===== src/rtl/image_buffer.sv =====
// Byte-addressed image store: SPI-side byte writes with fill counting,
// zero-wipe on clear, and a registered MSB-first 1-bit pixel read port.
module image_buffer #(
  parameter int unsigned IMG_BYTES = 113,
  parameter int unsigned IMG_BITS  = 900,
  parameter int unsigned PIX_AW    = 10
) (
  input  logic              clk,
  input  logic              rst,
  input  logic              clear,
  input  logic              buffer_write_request,
  output logic              buffer_write_ready,
  input  logic [7:0]        buffer_write_data,
  input  logic [6:0]        buffer_write_addr,
  output logic              buffer_full,
  output logic              buffer_empty,
  input  logic              pix_rd_en,
  input  logic [PIX_AW-1:0] pix_rd_addr,
  output logic              pix_rd_data,
  output logic              pix_rd_valid,
  output logic              wr_error
);

  typedef enum logic [1:0] {WIPE, READY, FULL} state_t;

  localparam int unsigned LAST_IDX = IMG_BYTES - 1;
  localparam logic [6:0]        LAST_BYTE = LAST_IDX[6:0];
  localparam logic [7:0]        CNT_LAST  = LAST_IDX[7:0];
  localparam logic [7:0]        CNT_LIMIT = IMG_BYTES[7:0];
  localparam logic [PIX_AW:0]   PIX_LIMIT = IMG_BITS[PIX_AW:0];

  state_t     state;
  logic [6:0] wipe_ptr;
  logic [7:0] wr_count;
  logic [7:0] mem [0:127];

  logic       addr_ok;
  logic       accept;
  logic       mem_we;
  logic [6:0] mem_waddr;
  logic [7:0] mem_wdata;
  logic       pix_in_range;
  logic [6:0] rd_byte;
  logic [2:0] rd_bit;

  assign addr_ok      = {1'b0, buffer_write_addr} < CNT_LIMIT;
  assign accept       = (state == READY) && buffer_write_request && addr_ok && !clear;
  assign mem_we       = !rst && ((state == WIPE) || accept);
  assign mem_waddr    = (state == WIPE) ? wipe_ptr : buffer_write_addr;
  assign mem_wdata    = (state == WIPE) ? '0 : buffer_write_data;
  assign pix_in_range = {1'b0, pix_rd_addr} < PIX_LIMIT;
  assign rd_byte      = 7'(pix_rd_addr >> 3);
  // Pixel 0 sits in bit 7 of byte 0, so the bit index is the inverted low bits.
  assign rd_bit       = ~pix_rd_addr[2:0];

  always_ff @(posedge clk) begin
    if (mem_we)
      mem[mem_waddr] <= mem_wdata;
  end

  always_ff @(posedge clk) begin
    if (rst) begin
      pix_rd_valid <= 1'b0;
      pix_rd_data  <= 1'b0;
    end else begin
      pix_rd_valid <= pix_rd_en;
      pix_rd_data  <= (pix_rd_en && (state != WIPE) && pix_in_range) ?
                      mem[rd_byte][rd_bit] : 1'b0;
    end
  end

  always_ff @(posedge clk) begin
    if (rst) begin
      state              <= WIPE;
      wipe_ptr           <= '0;
      wr_count           <= '0;
      buffer_full        <= 1'b0;
      buffer_empty       <= 1'b0;
      buffer_write_ready <= 1'b0;
      wr_error           <= 1'b0;
    end else begin
      case (state)
        WIPE: begin
          wipe_ptr <= wipe_ptr + 7'd1;
          if (wipe_ptr == LAST_BYTE) begin
            state              <= READY;
            buffer_empty       <= 1'b1;
            buffer_write_ready <= 1'b1;
          end
        end
        READY: begin
          // An already-clean buffer ignores a held clear so the FSM can wait on buffer_empty.
          if (clear) begin
            if (!buffer_empty) begin
              state              <= WIPE;
              wipe_ptr           <= '0;
              wr_count           <= '0;
              buffer_full        <= 1'b0;
              buffer_write_ready <= 1'b0;
              wr_error           <= 1'b0;
            end
          end else if (buffer_write_request) begin
            if (addr_ok) begin
              wr_count     <= wr_count + 8'd1;
              buffer_empty <= 1'b0;
              if (wr_count == CNT_LAST) begin
                state              <= FULL;
                buffer_full        <= 1'b1;
                buffer_write_ready <= 1'b0;
              end
            end else begin
              wr_error <= 1'b1;
            end
          end
        end
        FULL: begin
          if (clear) begin
            state              <= WIPE;
            wipe_ptr           <= '0;
            wr_count           <= '0;
            buffer_full        <= 1'b0;
            buffer_write_ready <= 1'b0;
            wr_error           <= 1'b0;
          end else if (buffer_write_request) begin
            wr_error <= 1'b1;
          end
        end
        default: begin
          state              <= WIPE;
          wipe_ptr           <= '0;
          buffer_write_ready <= 1'b0;
        end
      endcase
    end
  end

endmodule


===== config.mk =====
export PLATFORM = sky130hd
export DESIGN_NAME = image_buffer
export DESIGN_NICKNAME = d
export VERILOG_FILES = /design/src/rtl/image_buffer.sv
export SDC_FILE = /design/constraint.sdc
export NUM_CORES = 1
export LEC_CHECK = 0
export CORE_UTILIZATION = 50
export CTS_BUF_LIST = sky130_fd_sc_hd__clkbuf_8
export DETAILED_ROUTE_END_ITERATION = 10
export PLACE_DENSITY = 0.65
export SYNTH_ARGS = -nofsm -noshare
export SYNTH_HDL_FRONTEND = slang
export SYNTH_SLANG_ARGS = --single-unit

===== constraint.sdc =====
create_clock -name clk -period 4.6 [get_ports clk]
set_clock_uncertainty 0.15 [all_clocks]
set_input_delay 0.92 -clock clk [delete_from_list [all_inputs] [get_ports clk]]
set_output_delay 0.92 -clock clk [all_outputs]
set_load 0.03 [all_outputs]

==> reports/qor.yml, run 1 <==
synth:
  syn_area_per_cell_um2: 19.69
  synth_cells: 2117
  synth.distinct_cells: 73
  syn_area_um2: 41690
  yosys-top-cells-area: "edfxtp_1 74%, mux4_2 10%, mux2i_1 1.9%"
  syn-num-nets: 2151
  synth-seq-cells: 1046
  synth-seq-area-share: 0.7482
  ys.flop_type: "edfxtp_1"
  yosysTopAreaCell: "edfxtp_1"
  async_reset_ff_frac: 0
  synth_top_area_frac: 0.7376
  synth_edf_count: 1024
  ys.warnings.count: 0
global_route:
  grt.overflow.total: 0
  grt_usage: 0.2617
  grt_pass1_wl_um: 157700
  grt_max_degree: 129
  antenna_found_initial: 3
  grt_pass1_vias: 22627
clock_tree:
  cts_buffers: 161
  cts.sink_count: 1046
  cts_root_buf: "clkbuf_8"
  cts_setup_buffers: 0
  ctsResizeCount: 0
  clock_latency_ns: 0.83
  holdBufCountCts: 0
  h-tree-depth: 4
  clk_transition_reported_paths_ns: 0.07
  clock_path_buffers: 3
  cts_tree: "yes"
floorplanning:
  num_rows: 105
  die_w_um: 290.8
  initial_utilization: 0.5069
  die_height_um: 290.8
  ios: 36
  core_region_area_um2: 82240
  die_area_um2: 84540
setup_path:
  worstReg2RegEnd: "mem[118][4]$_DFFE_PP_"
  arrival_ns: 4.46
  critPathKind: "in -> reg"
  r2r_cells: 5
  r2r_slack_ns: 1.02
  required_ns: 5.16
  cp-end-kind: "flip-flop"
  cp_max_fo: 21
  start_kind: "primary input"
  r2r-start: "state[0]$_SDFFE_PP0P_"
sta:
  worst_slew_pin_slew_ns: 1.134
  maxClockFrequency_ghz: 0.2560
  setup_viol: 0
  slew-limit-headroom: 0.2422
  slew_violations: 0
  finalSetupTns_ns: 0
  fin_crit_sh: 0.8493
  rsz0062_at_grt: "no"
  hold_viol_final: 0
  period_needed_ns: 3.907
power_and_ir_drop:
  p_sw_w: 0.004184
  pwr_density_cell_nw_per_um2: 394.5
  seqPwrFrac: 0.554
  finalPower_w: 0.01862
  comb_power_share: 0.047
  swShare: 0.2247
  pwr-share-clk: 0.399
  ir_worst_vdd_mv: 0.2579
  p_int_w: 0.01444
  p_leak_nw: 14.89
worst_hold_path:
  holdPathEnd: "buffer_full$_SDFFE_PP0P_"
  hold_depth: 2
  hold_class: "reg -> reg"
  min_from: "buffer_full$_SDFFE_PP0P_"
final_layout:
  area_growth_pct: 13.23
  drive_gt1_frac: 0.2571
  design_area_um2: 47200
  final_util: 0.5740
  fin_nets: 2423
  stdcell_count: 3591
placement:
  dp_hpwl_um: 69870
  place_inst: 3296
  port_buffers: 35
  gp_congestion: 1.024
  place_area_um2: 44130
drt:
  firstDrtPassIters: 6
  vias: 22377
  vias_per_cell: 6.231
  detail-route-antenna-nets: 0
  drt_wl_total_um: 109200
  post_drt_wl_per_cell_um: 30.40
  drc_errors: 0
  drtIter0Drc: 2778
flow_run:
  drv_cap: 0
outcome:
  status: "finished clean"
==> layout by cell type, fill, tap and decap left out, drive strengths merged, types with 9 or more instances in the layout <==
master and instances:
a21oi 49, a22oi 54, a31oi 12, and2 12, buf 193, clkbuf 162, clkdlybuf4s50 32, clkinv 78
dfxtp 22, edfxtp 1024, inv 51, mux2 26, mux2i 78, mux4 218, nand2 86, nand3 19
nand3b 12, nand4 9, nor2 169, nor2b 15, nor3 12, o21ai 30, o22ai 20
==> metal layers <==
metal  vias to the layer above  part of all wire  GRT usage
met1                     11613              0.39     0.3529
met3                       260             0.096    0.07319
met2                      1215              0.48     0.4040
met4                         2             0.038     0.1076
li1                       9287                 -          -
met5                         -           0.00015          0
==> worst max-delay path: stages <==
cell	delay (ns)
buf_2	0.50
buf_4	0.44
nor2b_1	0.94
a22oi_1	0.34
a2111oi_0	0.80
a221oi_1	0.12
o22ai_1	0.25
a311oi_2	0.12
==> kinds of logic (layout without fill, tap and decap cells) <==
group                      count (synthesis)  after routing  share of synthesized area
AOI/OAI and AO/OA                        233            233                    0.03884
xor gates and xnor gates                   8              8                   0.001681
adders and majority gates                  4              4                   0.001201
buffers and inverters                    129            529                    0.02308
DFF                                     1046           1046                     0.7482
muxes                                    322            322                     0.1460
other                                      0              4                          0
and+or+nand+nor                          375            375                    0.04100
==> power groups by stage <==
stage	Sequential [W]	Combinational, W	Clock [W]
after global routing	0.0103	0.000893	0.00794
after detailed placement	0.0105	0.000853	0
final	0.0103	0.000869	0.00743
after global placement	0.0105	0.000852	0
after floorplan	0.0105	0.000539	0
after CTS	0.0103	0.000856	0.00755
==> how the worst max path moves through the flow <==
| stage | slack (ns) | start | cells past startpoint | endpoint |
|---|---|---|---|---|
| 2_1_floorplan | 0.91 | state[0]$_SDFFE_PP0P_ | 4 | mem[0][0]$_DFFE_PP_ |
| 3_3_place_gp | 0.05 | pix_rd_addr[5] | 8 | pix_rd_data$_SDFF_PP0_ |
| 3_5_place_dp | 0.005 | pix_rd_addr[5] | 8 | pix_rd_data$_SDFF_PP0_ |
| 4_1_cts | 0.90 | pix_rd_addr[5] | 8 | pix_rd_data$_SDFF_PP0_ |
| 5_1_grt | 0.64 | pix_rd_addr[5] | 8 | pix_rd_data$_SDFF_PP0_ |
| 6_report | 0.69 | pix_rd_addr[5] | 8 | pix_rd_data$_SDFF_PP0_ |
==> registers in the layout (all words and copies together), names as in the netlist <==
signal / cells
mem: 1024
wr_count: 8
buffer_full: 1
buffer_empty: 1
pix_rd_data: 1
wr_error: 1
wipe_ptr: 7
pix_rd_valid: 1
state: 2
==> synthesized netlist by cell type (13+ instances only) <==
| master | n |
|---|---|
| buf_12 | 16 |
| buf_6 | 13 |
| mux2i_1 | 78 |
| nand3_1 | 19 |
| dfxtp_1 | 22 |
| mux2_2 | 22 |
| nand2_1 | 86 |
| o21ai_0 | 29 |
| mux4_1 | 28 |
| a22oi_1 | 53 |
| nor2b_1 | 15 |
| clkbuf_1 | 42 |
| a21oi_1 | 49 |
| edfxtp_1 | 1024 |
| nor2_1 | 169 |
| mux4_2 | 190 |
| buf_2 | 29 |
| inv_1 | 13 |
| o22ai_1 | 20 |
==> per-stage QoR <==
step           setup slack [ns]  hold slack [ns]
6_report                 0.6934           0.3208
5_1_grt                  0.6429           0.3597
3_3_place_gp            0.05234           0.3070
2_1_floorplan            0.9101           0.3082
3_5_place_dp           0.005497           0.3145
4_1_cts                  0.8997           0.3309
==> layout make-up <==
class	count	area [um2]
Sequential cell	1046	31190
Multi-Input combinational cell	942	9569
Tap cell	1070	1339
Antenna cell	4	10.01
Inverter	13	48.80
Timing Repair Buffer	225	1982
Clock buffer	162	2230
Clock inverter	129	835.8
Fill cell	6105	35040
Power figures use the tool's default switching activity.
==> run 2, diff against run 1 <==
==> constraint.sdc (replaced) <==
create_clock -name clk -period 3.8 [get_ports clk]
set_clock_uncertainty 0.15 [all_clocks]
set_input_delay 0.76 -clock clk [delete_from_list [all_inputs] [get_ports clk]]
set_output_delay 0.76 -clock clk [all_outputs]
set_load 0.03 [all_outputs]
==> reports/qor.yml, run 2 (synthesis gave the netlist of run 1 again) <==
outcome:
  status: "finished clean"
flow_run:
  drv_cap: 0  # unchanged
drt:
  vias: 22665  # +1.3%
  vias_per_cell: 6.203  # -0.46%
  drc_errors: 0  # unchanged
  drt_wl_total_um: 108400  # -0.71%
  firstDrtPassIters: 5  # -1
  post_drt_wl_per_cell_um: 29.66  # -2.4%
  detail-route-antenna-nets: 0  # unchanged
  drtIter0Drc: 2445  # -12%
worst_hold_path:
  hold_depth: 2  # unchanged
  hold_class: "reg -> reg"
  min_from: "wr_error$_SDFFE_PP0P_"
  holdPathEnd: "wr_error$_SDFFE_PP0P_"
final_layout:
  final_common_cell: "edfxtp_1"
  largest_reg_flops: 1024  # unchanged
  regMostFlops: "mem"
  reg_top3: "mem: 1024 flops, wr_count: 8 flops, wipe_ptr: 7 flops"
  layout.cells.most_common_list: "1024 x edfxtp_1, 233 x buf_4, 190 x mux4_2"
  area_growth_pct: 14.69
  stdcell_count: 3654  # +1.8%
  drive_gt1_frac: 0.2723  # +0.01522
  fin_nets: 2502  # +3.3%
setup_path:
  arrival_ns: 3.87  # -0.59 ns
  r2r_slack_ns: 0.88  # -0.14 ns
  critPathKind: "in -> reg"
  start_kind: "primary input"
  cp-end-kind: "flip-flop"
  required_ns: 4.39  # -0.77 ns
  worstReg2RegEnd: "mem[118][1]$_DFFE_PP_"
  r2r-start: "state[0]$_SDFFE_PP0P_"
  r2r_cells: 7  # +2
  cp_max_fo: 33  # +57%
global_route:
  antenna_found_initial: 4  # +1
  grt_pass1_wl_um: 156700  # -0.65%
  grt_usage: 0.2592  # -0.002506
  use_met2: 0.4045  # +0.0004668
  grt_max_degree: 78  # -40%
  grt-busiest-layer: "met2"
  grt_pass1_vias: 22956  # +1.5%
  grt.overflow.total: 0  # unchanged
  grtUsageMet3: 0.05759  # -0.01560
  met1_usage: 0.3572  # +0.004308
clock_tree:
  cts_buffers: 161  # unchanged
  ctsResizeCount: 0  # unchanged
  clk_transition_reported_paths_ns: 0.06  # about the same
  clock_path_buffers: 3  # unchanged
  cts_setup_buffers: 0  # unchanged
  cts_tree: "yes"
  holdBufCountCts: 0  # unchanged
  cts.sink_count: 1046  # unchanged
  cts_root_buf: "clkbuf_8"
  clock_latency_ns: 0.83  # about the same
  h-tree-depth: 4  # unchanged
sta:
  slew-limit-headroom: 0.2259  # -0.01627
  worst_slew_pin_slew_ns: 1.147  # +0.01219 ns
  fin_crit_sh: 0.8643
  rsz0062_at_grt: "no"
  slew_violations: 0  # unchanged
  setup_viol: 0  # unchanged
  fin_ws_ns: 0.5157  # -0.1778 ns
  period_needed_ns: 3.284
  maxClockFrequency_ghz: 0.3045
  hold_viol_final: 0  # unchanged
power_and_ir_drop:
  pwr_density_cell_nw_per_um2: 461.4  # +17%
  finalPower_w: 0.02206  # +18%
  ir_worst_vdd_mv: 0.3814  # +48%
  p_leak_nw: 15.38  # +3.3%
floorplanning:
  die_w_um: 290.8  # unchanged
  die_height_um: 290.8  # unchanged
  num_rows: 105  # unchanged
  die_area_um2: 84540  # unchanged
  ios: 36  # unchanged
  initial_utilization: 0.5069  # unchanged
  core_region_area_um2: 82240  # unchanged
placement:
  gp_congestion: 0.9308  # -9.1%
  dp_hpwl_um: 70590  # +1.0%
  place_inst: 3375  # +2.4%
  port_buffers: 35  # unchanged
  post-place-ws_ns: -0.1923  # -0.1978 ns
-- run 2: cell types whose count changed in the layout (fill, tap and decap cells not counted), sizes merged, moves of 5 or more --
cell | before | now
inv | 51 | 73
bufinv | 8 | 2
clkinv | 78 | 51
buf | 193 | 272
clkinvlp | 5 | 0
-- run 2: area by class of cell --
cell class | count | area (um2)
Tap cell | 1070 | 1339
Clock buffer | 164 | 2257
Multi-Input combinational cell | 942 | 9564
Clock inverter | 113 | 585.6
Inverter | 13 | 48.80
Timing Repair Buffer | 304 | 2825
Sequential cell | 1046 | 31190
Fill cell | 6045 | 34430
Antenna cell | 2 | 5.005
-- run 2: how the worst max path moves through the flow --
stage	start	endpoint	slack (ns)	cells past startpoint
final	pix_rd_addr[6]	pix_rd_data$_SDFF_PP0_	0.52	10
after global routing	buffer_write_addr[1]	mem[72][0]$_DFFE_PP_	0.52	10
after CTS	pix_rd_addr[6]	pix_rd_data$_SDFF_PP0_	0.67	10
after detailed placement	pix_rd_addr[6]	pix_rd_data$_SDFF_PP0_	-0.19	10
after global placement	pix_rd_addr[6]	pix_rd_data$_SDFF_PP0_	-0.27	10
after floorplan	state[0]$_SDFFE_PP0P_	mem[0][0]$_DFFE_PP_	0.11	4
-- run 2: per-layer routing --
layer  part of all wire  up-vias
li1                   -     9425
met1               0.39    11730
met2               0.48     1255
met3              0.096      251
met4              0.037        4
met5            0.00021        -
-- run 2: through the flow --
step,instance area [um2],utilization,hold WS (ns),TNS [ns]
after global routing,47810,0.5814,0.3701,0
final,47810,0.5814,0.3352,0
after CTS,47810,0.5813,0.3495,0
after global placement,44970,0.5468,0.3162,-7.463
after detailed placement,44970,0.5468,0.3288,-0.2655
after floorplan,41690,-,0.3082,0
-- run 2: worst max-delay path: stages --
cell,delay (ns)
clkdlybuf4s50_1,0.52
buf_12,0.22
and2_1,0.20
buf_4,0.26
a22oi_1,0.19
a2111oi_0,0.95
a311oi_1,0.21
o211ai_1,0.17
o31ai_1,0.11
a311oi_2,0.24
-- run 2: report_power, final --
part	switching [W]	internal, W	leakage, nW
registers	0.00000918	0.0125	8.97
logic	0.000641	0.000457	4.75
clock network	0.00429	0.00417	1.65
total	0.00495	0.0171	15.4
